## src/rtl/keypad_pkg.sv

```systemverilog
// keypad_pkg: key actions, scan states and the default 4x3 multi-tap key table
package keypad_pkg;
  typedef enum logic [2:0] {KA_NOP, KA_LETTER, KA_SUBMIT_LETTER, KA_CLEAR, KA_SUBMIT_WORD} key_action_e;
  typedef enum logic [1:0] {SCAN, DEB_PRESS, DEB_RELEASE} scan_state_e;
  typedef struct packed {
    key_action_e action;
    logic [7:0]  base;
    logic [2:0]  count;
  } key_info_t;
  localparam int TABLE_ROWS = 4;
  localparam int TABLE_COLS = 3;
  // Row-major table; key 0 ('1') and anything outside the table is a no-op.
  function automatic key_info_t key_decode(input logic [3:0] key);
    case (key)
      4'd1:    key_decode = '{KA_LETTER, 8'h41, 3'd3};
      4'd2:    key_decode = '{KA_LETTER, 8'h44, 3'd3};
      4'd3:    key_decode = '{KA_LETTER, 8'h47, 3'd3};
      4'd4:    key_decode = '{KA_LETTER, 8'h4A, 3'd3};
      4'd5:    key_decode = '{KA_LETTER, 8'h4D, 3'd3};
      4'd6:    key_decode = '{KA_LETTER, 8'h50, 3'd4};
      4'd7:    key_decode = '{KA_LETTER, 8'h54, 3'd3};
      4'd8:    key_decode = '{KA_LETTER, 8'h57, 3'd4};
      4'd9:    key_decode = '{KA_SUBMIT_LETTER, 8'h00, 3'd0};
      4'd10:   key_decode = '{KA_CLEAR, 8'h00, 3'd0};
      4'd11:   key_decode = '{KA_SUBMIT_WORD, 8'h00, 3'd0};
      default: key_decode = '{KA_NOP, 8'h00, 3'd0};
    endcase
  endfunction
endpackage

```

## src/rtl/keypad_debouncer.sv

```systemverilog
// keypad_debouncer: row synchroniser plus press/release debounce FSM producing a key-accept strobe
module keypad_debouncer
  import keypad_pkg::*;
#(
  parameter int ROWS            = 4,
  parameter int DEBOUNCE_CYCLES = 16
) (
  input  logic                                  clk,
  input  logic                                  rst,
  input  logic [ROWS-1:0]                       i_row,
  output logic                                  o_idle,
  output logic                                  o_accept,
  output logic                                  o_multi,
  output logic [$clog2(ROWS>1?ROWS:2)-1:0]      o_row_idx
);
  localparam int RW = $clog2(ROWS > 1 ? ROWS : 2);
  localparam int CW = $clog2(DEBOUNCE_CYCLES + 1);
  logic [ROWS-1:0] r_meta, r_rs, r_pat, w_pat_n;
  logic [CW-1:0]   r_cnt, w_cnt_n;
  scan_state_e     r_state, w_state_n;
  // Two-flop synchroniser and FSM state/counter registers
  always_ff @(posedge clk)
    if (rst) begin
      r_meta  <= '0;
      r_rs    <= '0;
      r_pat   <= '0;
      r_cnt   <= '0;
      r_state <= SCAN;
    end else begin
      r_meta  <= i_row;
      r_rs    <= r_meta;
      r_pat   <= w_pat_n;
      r_cnt   <= w_cnt_n;
      r_state <= w_state_n;
    end
  // Next state: a press must hold one pattern for DEBOUNCE_CYCLES samples, a release must stay all-zero as long
  always_comb begin
    w_state_n = r_state;
    w_cnt_n   = r_cnt;
    w_pat_n   = r_pat;
    o_accept  = 1'b0;
    case (r_state)
      SCAN:
        if (r_rs != '0) begin
          w_state_n = DEB_PRESS;
          w_pat_n   = r_rs;
          w_cnt_n   = CW'(1);
        end
      DEB_PRESS:
        if (r_rs == '0) begin
          w_state_n = SCAN;
          w_cnt_n   = '0;
        end else if (r_rs != r_pat) begin
          w_pat_n = r_rs;
          w_cnt_n = CW'(1);
        end else if (r_cnt >= CW'(DEBOUNCE_CYCLES - 1)) begin
          o_accept  = 1'b1;
          w_state_n = DEB_RELEASE;
          w_cnt_n   = '0;
        end else w_cnt_n = r_cnt + 1'b1;
      DEB_RELEASE:
        if (r_rs != '0) w_cnt_n = '0;
        else if (r_cnt >= CW'(DEBOUNCE_CYCLES - 1)) begin
          w_state_n = SCAN;
          w_cnt_n   = '0;
        end else w_cnt_n = r_cnt + 1'b1;
      default: w_state_n = SCAN;
    endcase
  end
  // Pattern classification: not one-hot is an error, otherwise report the active row
  always_comb begin
    o_idle    = (r_state == SCAN) && (r_rs == '0);
    o_multi   = (r_pat & (r_pat - 1'b1)) != '0;
    o_row_idx = '0;
    for (int i = 0; i < ROWS; i++) if (r_pat[i]) o_row_idx = RW'(i);
  end
endmodule

```

## src/rtl/multitap_keypad_scanner.sv

```systemverilog
// multitap_keypad_scanner: column scan, multi-tap letter entry and letter/word strobes
module multitap_keypad_scanner
  import keypad_pkg::*;
#(
  parameter int ROWS             = 4,
  parameter int COLS             = 3,
  parameter int SCAN_CYCLES      = 4,
  parameter int DEBOUNCE_CYCLES  = 16,
  parameter int MULTITAP_TIMEOUT = 100
) (
  input  logic            clk,
  input  logic            rst,
  input  logic [ROWS-1:0] row,
  output logic [COLS-1:0] col,
  output logic            pending,
  output logic [7:0]      pending_char,
  output logic            letter_valid,
  output logic [7:0]      letter,
  output logic            word_submit,
  output logic            error
);
  localparam int RW = $clog2(ROWS > 1 ? ROWS : 2);
  localparam int CW = $clog2(COLS > 1 ? COLS : 2);
  localparam int SW = $clog2(SCAN_CYCLES + 1);
  localparam int TW = $clog2(MULTITAP_TIMEOUT + 1);
  logic          w_idle, w_accept, w_multi, w_in_table, w_same, w_ok;
  logic          w_letter, w_submit_ok, w_word_ok, w_clear, w_err;
  logic [RW-1:0] w_row_idx;
  logic [CW-1:0] r_col_idx;
  logic [SW-1:0] r_scan_cnt;
  logic [TW-1:0] r_tmo;
  logic [3:0]    w_key, r_last;
  logic [2:0]    r_tap, w_tap_inc, w_tap_n;
  key_info_t     w_info;
  keypad_debouncer #(.ROWS(ROWS), .DEBOUNCE_CYCLES(DEBOUNCE_CYCLES)) u_deb (
    .clk       (clk),
    .rst       (rst),
    .i_row     (row),
    .o_idle    (w_idle),
    .o_accept  (w_accept),
    .o_multi   (w_multi),
    .o_row_idx (w_row_idx)
  );
  assign col = COLS'(1) << r_col_idx;
  // Rotate the driven column only while idle, so a detected press freezes it
  always_ff @(posedge clk)
    if (rst) begin
      r_col_idx  <= '0;
      r_scan_cnt <= '0;
    end else if (w_idle) begin
      r_scan_cnt <= (r_scan_cnt == SW'(SCAN_CYCLES - 1)) ? '0 : r_scan_cnt + 1'b1;
      if (r_scan_cnt == SW'(SCAN_CYCLES - 1)) r_col_idx <= (r_col_idx == CW'(COLS - 1)) ? '0 : r_col_idx + 1'b1;
    end
  // Key decode and action qualification; keys outside the default table fall back to key 0 (no-op)
  always_comb begin
    w_in_table  = (int'(w_row_idx) < TABLE_ROWS) && (int'(r_col_idx) < TABLE_COLS);
    w_key       = w_in_table ? 4'(int'(w_row_idx) * TABLE_COLS + int'(r_col_idx)) : 4'd0;
    w_info      = key_decode(w_key);
    w_ok        = w_accept && !w_multi;
    w_same      = (w_key == r_last) && pending && (r_tmo < TW'(MULTITAP_TIMEOUT));
    w_tap_inc   = (r_tap + 3'd1 == w_info.count) ? 3'd0 : r_tap + 3'd1;
    w_tap_n     = w_same ? w_tap_inc : 3'd0;
    w_letter    = w_ok && (w_info.action == KA_LETTER);
    w_submit_ok = w_ok && (w_info.action == KA_SUBMIT_LETTER) && pending;
    w_word_ok   = w_ok && (w_info.action == KA_SUBMIT_WORD) && !pending;
    w_clear     = w_ok && (w_info.action == KA_CLEAR);
    w_err       = w_accept && (w_multi || (w_info.action == KA_SUBMIT_LETTER && !pending) ||
                               (w_info.action == KA_SUBMIT_WORD && pending));
  end
  // Multi-tap staging, commit and one-cycle strobes
  always_ff @(posedge clk)
    if (rst) begin
      pending      <= 1'b0;
      pending_char <= 8'h00;
      letter_valid <= 1'b0;
      letter       <= 8'h00;
      word_submit  <= 1'b0;
      error        <= 1'b0;
      r_tmo        <= '0;
      r_last       <= '0;
      r_tap        <= '0;
    end else begin
      letter_valid <= w_submit_ok;
      word_submit  <= w_word_ok;
      error        <= w_err;
      r_tmo        <= w_letter ? '0 : (r_tmo == TW'(MULTITAP_TIMEOUT)) ? r_tmo : r_tmo + 1'b1;
      if (w_letter) begin
        r_last       <= w_key;
        r_tap        <= w_tap_n;
        pending      <= 1'b1;
        pending_char <= w_info.base + {5'd0, w_tap_n};
      end
      if (w_submit_ok) letter <= pending_char;
      if (w_submit_ok || w_clear) begin
        pending      <= 1'b0;
        pending_char <= 8'h00;
      end
    end
endmodule
```

## config.mk

```make
export PLATFORM = sky130hd
export DESIGN_NAME = multitap_keypad_scanner
export DESIGN_NICKNAME = d
export VERILOG_FILES = /design/src/rtl/keypad_pkg.sv /design/src/rtl/keypad_debouncer.sv /design/src/rtl/multitap_keypad_scanner.sv
export SDC_FILE = /design/constraint.sdc
export NUM_CORES = 1
export LEC_CHECK = 0
export ABC_AREA = 1
export CAP_MARGIN = 20
export CELL_PAD_IN_SITES_DETAIL_PLACEMENT = 0
export CELL_PAD_IN_SITES_GLOBAL_PLACEMENT = 1
export CORE_UTILIZATION = 39
export CTS_BUF_LIST = sky130_fd_sc_hd__clkbuf_2 sky130_fd_sc_hd__clkbuf_4 sky130_fd_sc_hd__clkbuf_8
export CTS_CLUSTER_SIZE = 16
export DETAILED_ROUTE_END_ITERATION = 12
export GPL_TIMING_DRIVEN = 1
export HOLD_SLACK_MARGIN = 0.03
export MAX_ROUTING_LAYER = met4
export PLACE_DENSITY = 0.8
export SKIP_CTS_REPAIR_TIMING = 1
export SLEW_MARGIN = 20
export SYNTH_ARGS = -nofsm -noshare
export SYNTH_HDL_FRONTEND = slang
export SYNTH_HIERARCHICAL = 1
export SYNTH_SLANG_ARGS = --single-unit
```

## constraint.sdc

```tcl
create_clock -name clk -period 3.8 [get_ports clk]
set_input_delay 0.76 -clock clk [delete_from_list [all_inputs] [get_ports clk]]
set_output_delay 0.76 -clock clk [all_outputs]
set_load 0.1 [all_outputs]
```

==> impl_metrics.yaml, run 1 <==
timing:
  maxSlewHeadroom_pct: 35.3
  worst_pin_slew_ns: 0.967
  setup_tns_ns: 0
  rsz0062_at_grt: "yes"
  finalSetupViolations: 0
  fmax_mhz: 280
  fin_skew_ns: 0.00641
  maxSlewViolCount: 0
  final.period_utilization_pct: 93.9
  period_minus_slack_ns: 3.57
  hold_viol_final: 0
  finalWorstSetupSlack_ns: 0.232
setup_path:
  timing.critical_path.mode_cell: "nand2_1"
  rr_worst_depth: 21
  slowest_delay_ns: 0.57
  r2r-start: "u_deb/r_pat[3]"
  reg2reg_to: "pending_char[4]"
  worstPathMaxFanout: 6
  path_class: "reg -> reg"
  cp.required_ns: 4.02
  crit_chain: "inv_2, nand2_2, fa_1, ha_1, fa_2, buf_6, nand4_1, nand3_1, nand2_1, nand2_1, nand2_2, nand2_1, nor2_1, ha_1, fa_2, a21oi_1, nor2_1, nor2_1, nand2_1, nand2_1, nor2_1"
  crit_path_end_kind: "flop"
  r2r_slack_ns: 0.23
  cp_slowest_cell: "fa_2"
  cp.arrival_ns: 3.79
  crit_path_start_kind: "flop"
cts:
  clock-sinks: 56
  numCtsBuffers: 5
  cts_buffer_depth: 2
  htree_levels: 2
  cts.root.buffer_cell: "clkbuf_8"
  clk_pin_slew_ns: 0.11
  cts_tree: "built"
  clk_latency_ns: 0.31
routing:
  drt_iter0_markers: 116
  first_pass_iters: 4
  wl_per_cell_um: 10.8
  vias_per_cell: 4.57
  wirelength_um: 6570
  drc: 0
  num_vias: 2769
  antenna_left: 0
hold_path:
  hold_path_class: "reg -> reg"
  min_from: "u_deb/r_meta[1]"
  hold_end: "u_deb/r_rs[1]"
  min_path_cells: 2
yosys:
  syn_area_um2: 3280
  yosysTopAreaCell: "dfxtp_1"
  yosysWarnings: 6
  synth_edf_count: 0
  synthFlopType: "dfxtp_1"
  yosysTopAreaCellShare_pct: 34.2
  synth.avg_cell_area_um2: 7.10
  ys_types: 45
  ys_seq_area_share_pct: 34.2
  async_flop_share_pct: 0
  ys_seq_elements: 56
  synthCells: 462
  yosys-top-cells-area: "dfxtp_1, nand2_1, inv_1, ha_1, nor2_1"
die:
  fp.coreArea_um2: 8180
  die_h_um: 93.7
  initial_utilization_pct: 40.1
  dieArea_um2: 8780
  ios: 29
  die-width_um: 93.7
  fp-row-count: 33
final_layout:
  fin_cells: 606
  n_antenna_cell: 0
  fin_area_um2: 3870
  nets: 527
  drive_above_1_share_pct: 17.4
  synthToLayoutAreaGrowth_pct: 17.9
pwr:
  power_density_nw_per_um2: 414
  power_frac_seq_pct: 39.4
  p_switching_mw: 0.587
  swShare_pct: 36.6
  combPwrFrac_pct: 34.8
  p_leak_nw: 1.77
  p_int_mw: 1.02
  irDropWorstVdd_uv: 270
  clockPowerShare_pct: 25.8
  total_power_mw: 1.60
global_routing:
  grt_usage_pct: 16.8
  grt_pass1_wl_um: 11500
  grt_pass1_vias: 2585
  grt_max_degree: 19
  antenna_found_initial: 0
  grt.overflow.total: 0
placement:
  dp_hpwl_um: 5180
  place_area_um2: 3700
  gp_congestion: 0.839
  placedCellCount: 596
  io_buffers: 26
  place_worst_setup_slack_ns: -0.0831
status:
  status: "complete, no violations"
run:
  maxCapViolCount: 0
[per-stage QoR]
stage | hold slack, ns | utilization [%]
6_report | 0.408 | 47.3
5_1_grt | 0.434 | 47.3
4_1_cts | 0.413 | 46.6
3_5_place_dp | 0.396 | 45.2
3_3_place_gp | 0.398 | 45.2
2_1_floorplan | 0.388 | -
[flip-flops by register name, indices dropped and copies added (netlist names)]
name           cells
letter             7
pending_char       7
r_tmo              7
u_deb/r_cnt        5
r_last             4
u_deb/r_meta       4
u_deb/r_pat        4
u_deb/r_rs         4
r_scan_cnt         3
r_tap              3
r_col_idx          2
u_deb/r_state      2
error              1
letter_valid       1
pending            1
word_submit        1
[layout by cell type, fill, tap and decap left out, types with 2 or more instances in the layout]
cell,n
nor2_2,7
buf_4,11
nand3_2,7
nand3_1,20
o31ai_1,2
or2_2,2
conb_1,2
inv_2,13
nand2_4,7
a21oi_2,3
inv_1,61
clkbuf_8,5
nor2_1,54
fa_2,2
ha_1,18
o21ai_2,2
o21ai_1,7
nand2_1,124
dfxtp_2,2
a21oi_1,15
dfxtp_1,54
xor2_1,2
xnor2_1,3
a211oi_1,3
nand4_1,7
nand2_2,9
clkdlybuf4s50_1,26
nor3_1,4
o21ai_0,5
nor2_4,2
o21ai_4,2
clkinv_2,2
[cells by family (layout without fill, tap and decap cells)]
family	after synthesis	count (layout)	share of synthesized area, %
other	1	2	0.114
flip-flops	56	56	34.2
adder cells (fa/ha/maj)	21	21	8.70
AND/OR/NAND/NOR	251	251	37.0
XOR/XNOR	5	5	1.34
AO/OA/AOI/OAI	43	43	8.05
buffers and inverters	85	123	10.6
[routing by layer]
metal | routed length (um) | global-route usage (%) | up-vias
li1 | - | - | 1502
met1 | 3100 | 20.1 | 1222
met2 | 3230 | 29.0 | 38
met3 | 174 | 2.99 | 7
met4 | 60 | 4.23 | 0
met5 | 0 | - | -
[power by group through the flow]
stage	combinational, mW	sequential (mW)	clock, mW
CTS	0.547	0.631	0.428
global route	0.630	0.636	0.449
floorplan	0.426	0.640	0
detailed placement	0.545	0.644	0
finish	0.557	0.632	0.413
global placement	0.541	0.643	0
[cells in the mapped netlist (3+ instances only)]
cell type,instances
nor3_1,4
nor2_1,55
inv_1,61
nand3_2,6
ha_1,18
nor2_2,6
xnor2_1,3
inv_2,13
nand4_1,7
nand2_4,7
a211oi_1,3
o21ai_1,7
nand3_1,21
nand2_1,126
o21ai_0,6
fa_1,3
dfxtp_1,56
nand2_2,7
a21oi_1,16
[cell type report]
| cell class | instances | area, um2 |
|---|---|---|
| clock inverters | 3 | 46.3 |
| clock buffers | 5 | 68.8 |
| fillers | 862 | 4310 |
| repair buffers | 38 | 354 |
| inverters | 77 | 293 |
| multi-input cells | 322 | 1850 |
| well taps | 105 | 131 |
| flip-flops and latches | 56 | 1120 |
[critical path, delay by kind of cell, from the launching register on]
family                   cells  cell delay [ns]
adder cells (fa/ha/maj)      5             1.80
AO/OA/AOI/OAI                1             0.15
flip-flops                   1             0.35
buffers and inverters        2             0.23
AND/OR/NAND/NOR             13             0.93
[worst max-delay path by stage]
stage | from | to | slack, ns | depth (start not counted)
after global routing | u_deb/r_pat[2] | pending_char[3] | -0.04 | 23
final | u_deb/r_pat[3] | pending_char[4] | 0.23 | 21
after CTS | u_deb/r_pat[1] | pending_char[3] | -0.11 | 23
after detailed placement | u_deb/r_pat[1] | pending_char[4] | -0.08 | 21
after global placement | u_deb/r_pat[1] | pending_char[4] | 0.02 | 21
after floorplan | u_deb/r_pat[1] | pending_char[4] | 0.09 | 21
Note: power is estimated with default switching activity, not from simulation.
==> run 2: changes to the inputs <==
Settings changed: CORE_UTILIZATION 39 to 47, PLACE_DENSITY 0.8 to 0.9.
Clock period 3.8 ns to 4.29 ns, I/O delays scaled along.
==> impl_metrics.yaml, run 2 (synthesized netlist as in run 1, its figures left out) <==
die:
  fp-row-count: 30
  initial_utilization_pct: 48.6
  ios: 29
  die_h_um: 85.5
  fp.coreArea_um2: 6760
  die-width_um: 85.5
  dieArea_um2: 7320
routing:
  drc: 0
  wirelength_um: 6110
  wl_per_cell_um: 10.7
  drt_iter0_markers: 96
  first_pass_iters: 4
  antenna_left: 0
  num_vias: 2705
  vias_per_cell: 4.75
setup_path:
  reg2reg_to: "pending_char[4]"
  timing.critical_path.mode_cell: "nand2_1"
  worstPathMaxFanout: 8
  crit_path_start_kind: "flop"
  worst-path-buf-inv: 1
  cp_slowest_cell: "fa_2"
  crit_chain: "inv_2, o21ai_1, fa_1, ha_1, fa_2, o21ai_1, nand2_1, nand3_1, nand2_1, nand2_1, nand2_1, nor2_1, ha_1, fa_1, a21oi_1, nor2_1, nor2_1, nand2_1, nand2_1, nor2_1"
  crit_family: "adder cells"
  slowest_delay_ns: 0.67
  r2r_slack_ns: 0.34
  cp.arrival_ns: 4.16
  cp.required_ns: 4.50
  rr_worst_depth: 20
  r2r-start: "u_deb/r_pat[1]"
  path_class: "reg -> reg"
  crit_path_end_kind: "flop"
pwr:
  power_density_nw_per_um2: 357
  p_int_mw: 0.829
  swShare_pct: 37.1
  total_power_mw: 1.32
  irDropWorstVdd_uv: 136
  combPwrFrac_pct: 34.7
  p_switching_mw: 0.489
  power_frac_seq_pct: 42.5
  p_leak_nw: 1.70
  clockPowerShare_pct: 22.7
global_routing:
  grt_pass1_wl_um: 10700
  grt_max_degree: 17
  antenna_found_initial: 0
  grt_usage_pct: 18.6
  grt.overflow.total: 0
  grt_pass1_vias: 2501
cts:
  cts_tree: "built"
  clk_pin_slew_ns: 0.10
  cts_buffer_depth: 2
  clock-sinks: 56
  numCtsBuffers: 5
  clk_latency_ns: 0.31
  cts.root.buffer_cell: "clkbuf_8"
  htree_levels: 2
final_layout:
  final_cell_mix: "nand2_1, inv_1, dfxtp_1, nor2_1, clkdlybuf4s50_1"
  fillers: 646
  seq_area_um2: 1120
  nets: 516
  mostFrequentLayoutCell: "nand2_1"
  drive_above_1_share_pct: 13.3
  multi_input_area_um2: 1820
  top_regs: "letter (7), pending_char (7), r_tmo (7)"
  synthToLayoutAreaGrowth_pct: 12.5
  n_antenna_cell: 0
timing:
  rsz0062_at_grt: "no"
  worst_pin_slew_ns: 0.983
  maxSlewViolCount: 0
  finalSetupViolations: 0
  final.period_utilization_pct: 92.0
  maxSlewHeadroom_pct: 34.3
  hold_viol_final: 0
  fmax_mhz: 253
  period_minus_slack_ns: 3.95
  fin_skew_ns: 0.00624
  setup_tns_ns: 0
hold_path:
  min_from: "u_deb/r_meta[0]"
  hold_end: "u_deb/r_rs[0]"
  hold_path_class: "reg -> reg"
  min_path_cells: 2
placement:
  dp_hpwl_um: 4720
  gp_congestion: 0.865
  io_buffers: 26
status:
  status: "complete, no violations"
run:
  maxCapViolCount: 0
run 2: cell count changes in the layout (fill, tap and decap cells not counted), sizes merged:
cell	change
buf	-11
bufinv	-1
clkbuf	+1
inv	-1
run 2: metrics by stage:
step,std cells,worst slack (ns),instance area (um2),hold slack [ns],util (%)
2_1_floorplan,463,0.575,3280,0.388,-
3_3_place_gp,562,0.254,3600,0.390,53.2
3_5_place_dp,562,0.105,3600,0.393,53.2
4_1_cts,569,0.0966,3690,0.408,54.6
5_1_grt,569,0.0264,3690,0.433,54.6
6_report,569,0.344,3690,0.404,54.6
run 2: worst max-delay path by stage:
stage / from / endpoint / slack (ns) / cells after the start
after floorplan: u_deb/r_pat[1] / pending_char[4] / 0.58 / 21
after global placement: u_deb/r_pat[1] / pending_char[4] / 0.25 / 20
after detailed placement: u_deb/r_pat[1] / pending_char[4] / 0.11 / 20
after CTS: u_deb/r_pat[1] / pending_char[4] / 0.1 / 20
after global routing: u_deb/r_pat[1] / pending_char[4] / 0.03 / 20
final: u_deb/r_pat[1] / pending_char[4] / 0.34 / 20
run 2: worst min-delay path: stages, from the launching register on:
cell	delay, ns
dfxtp_1	0.31
inv_1	0.04
nor2_1	0.03
run 2: power groups by stage:
stage / Sequential, mW / Clock (mW) / Combinational, mW
2_1_floorplan: 0.567 / 0 / 0.377
3_3_place_gp: 0.571 / 0 / 0.451
3_5_place_dp: 0.572 / 0 / 0.455
4_1_cts: 0.560 / 0.316 / 0.457
5_1_grt: 0.563 / 0.330 / 0.514
6_report: 0.560 / 0.300 / 0.458
run 2: metal layers:
metal / track usage, % / up-vias / wire length [um]
li1: - / 1485 / -
met1: 22.3 / 1174 / 3010
met2: 31.6 / 37 / 2830
met3: 2.89 / 9 / 150
met4: 6.82 / 0 / 118
met5: - / - / 0
run 2: final cells by class:
class                      count  area share (%)
clock buffer                   6            2.24
timing repair buffer          27            7.25
multi-input combinational    322            49.3
sequential                    56            30.4
tap                           80            2.71
clock inverter                 1           0.237
inverter                      77            7.93
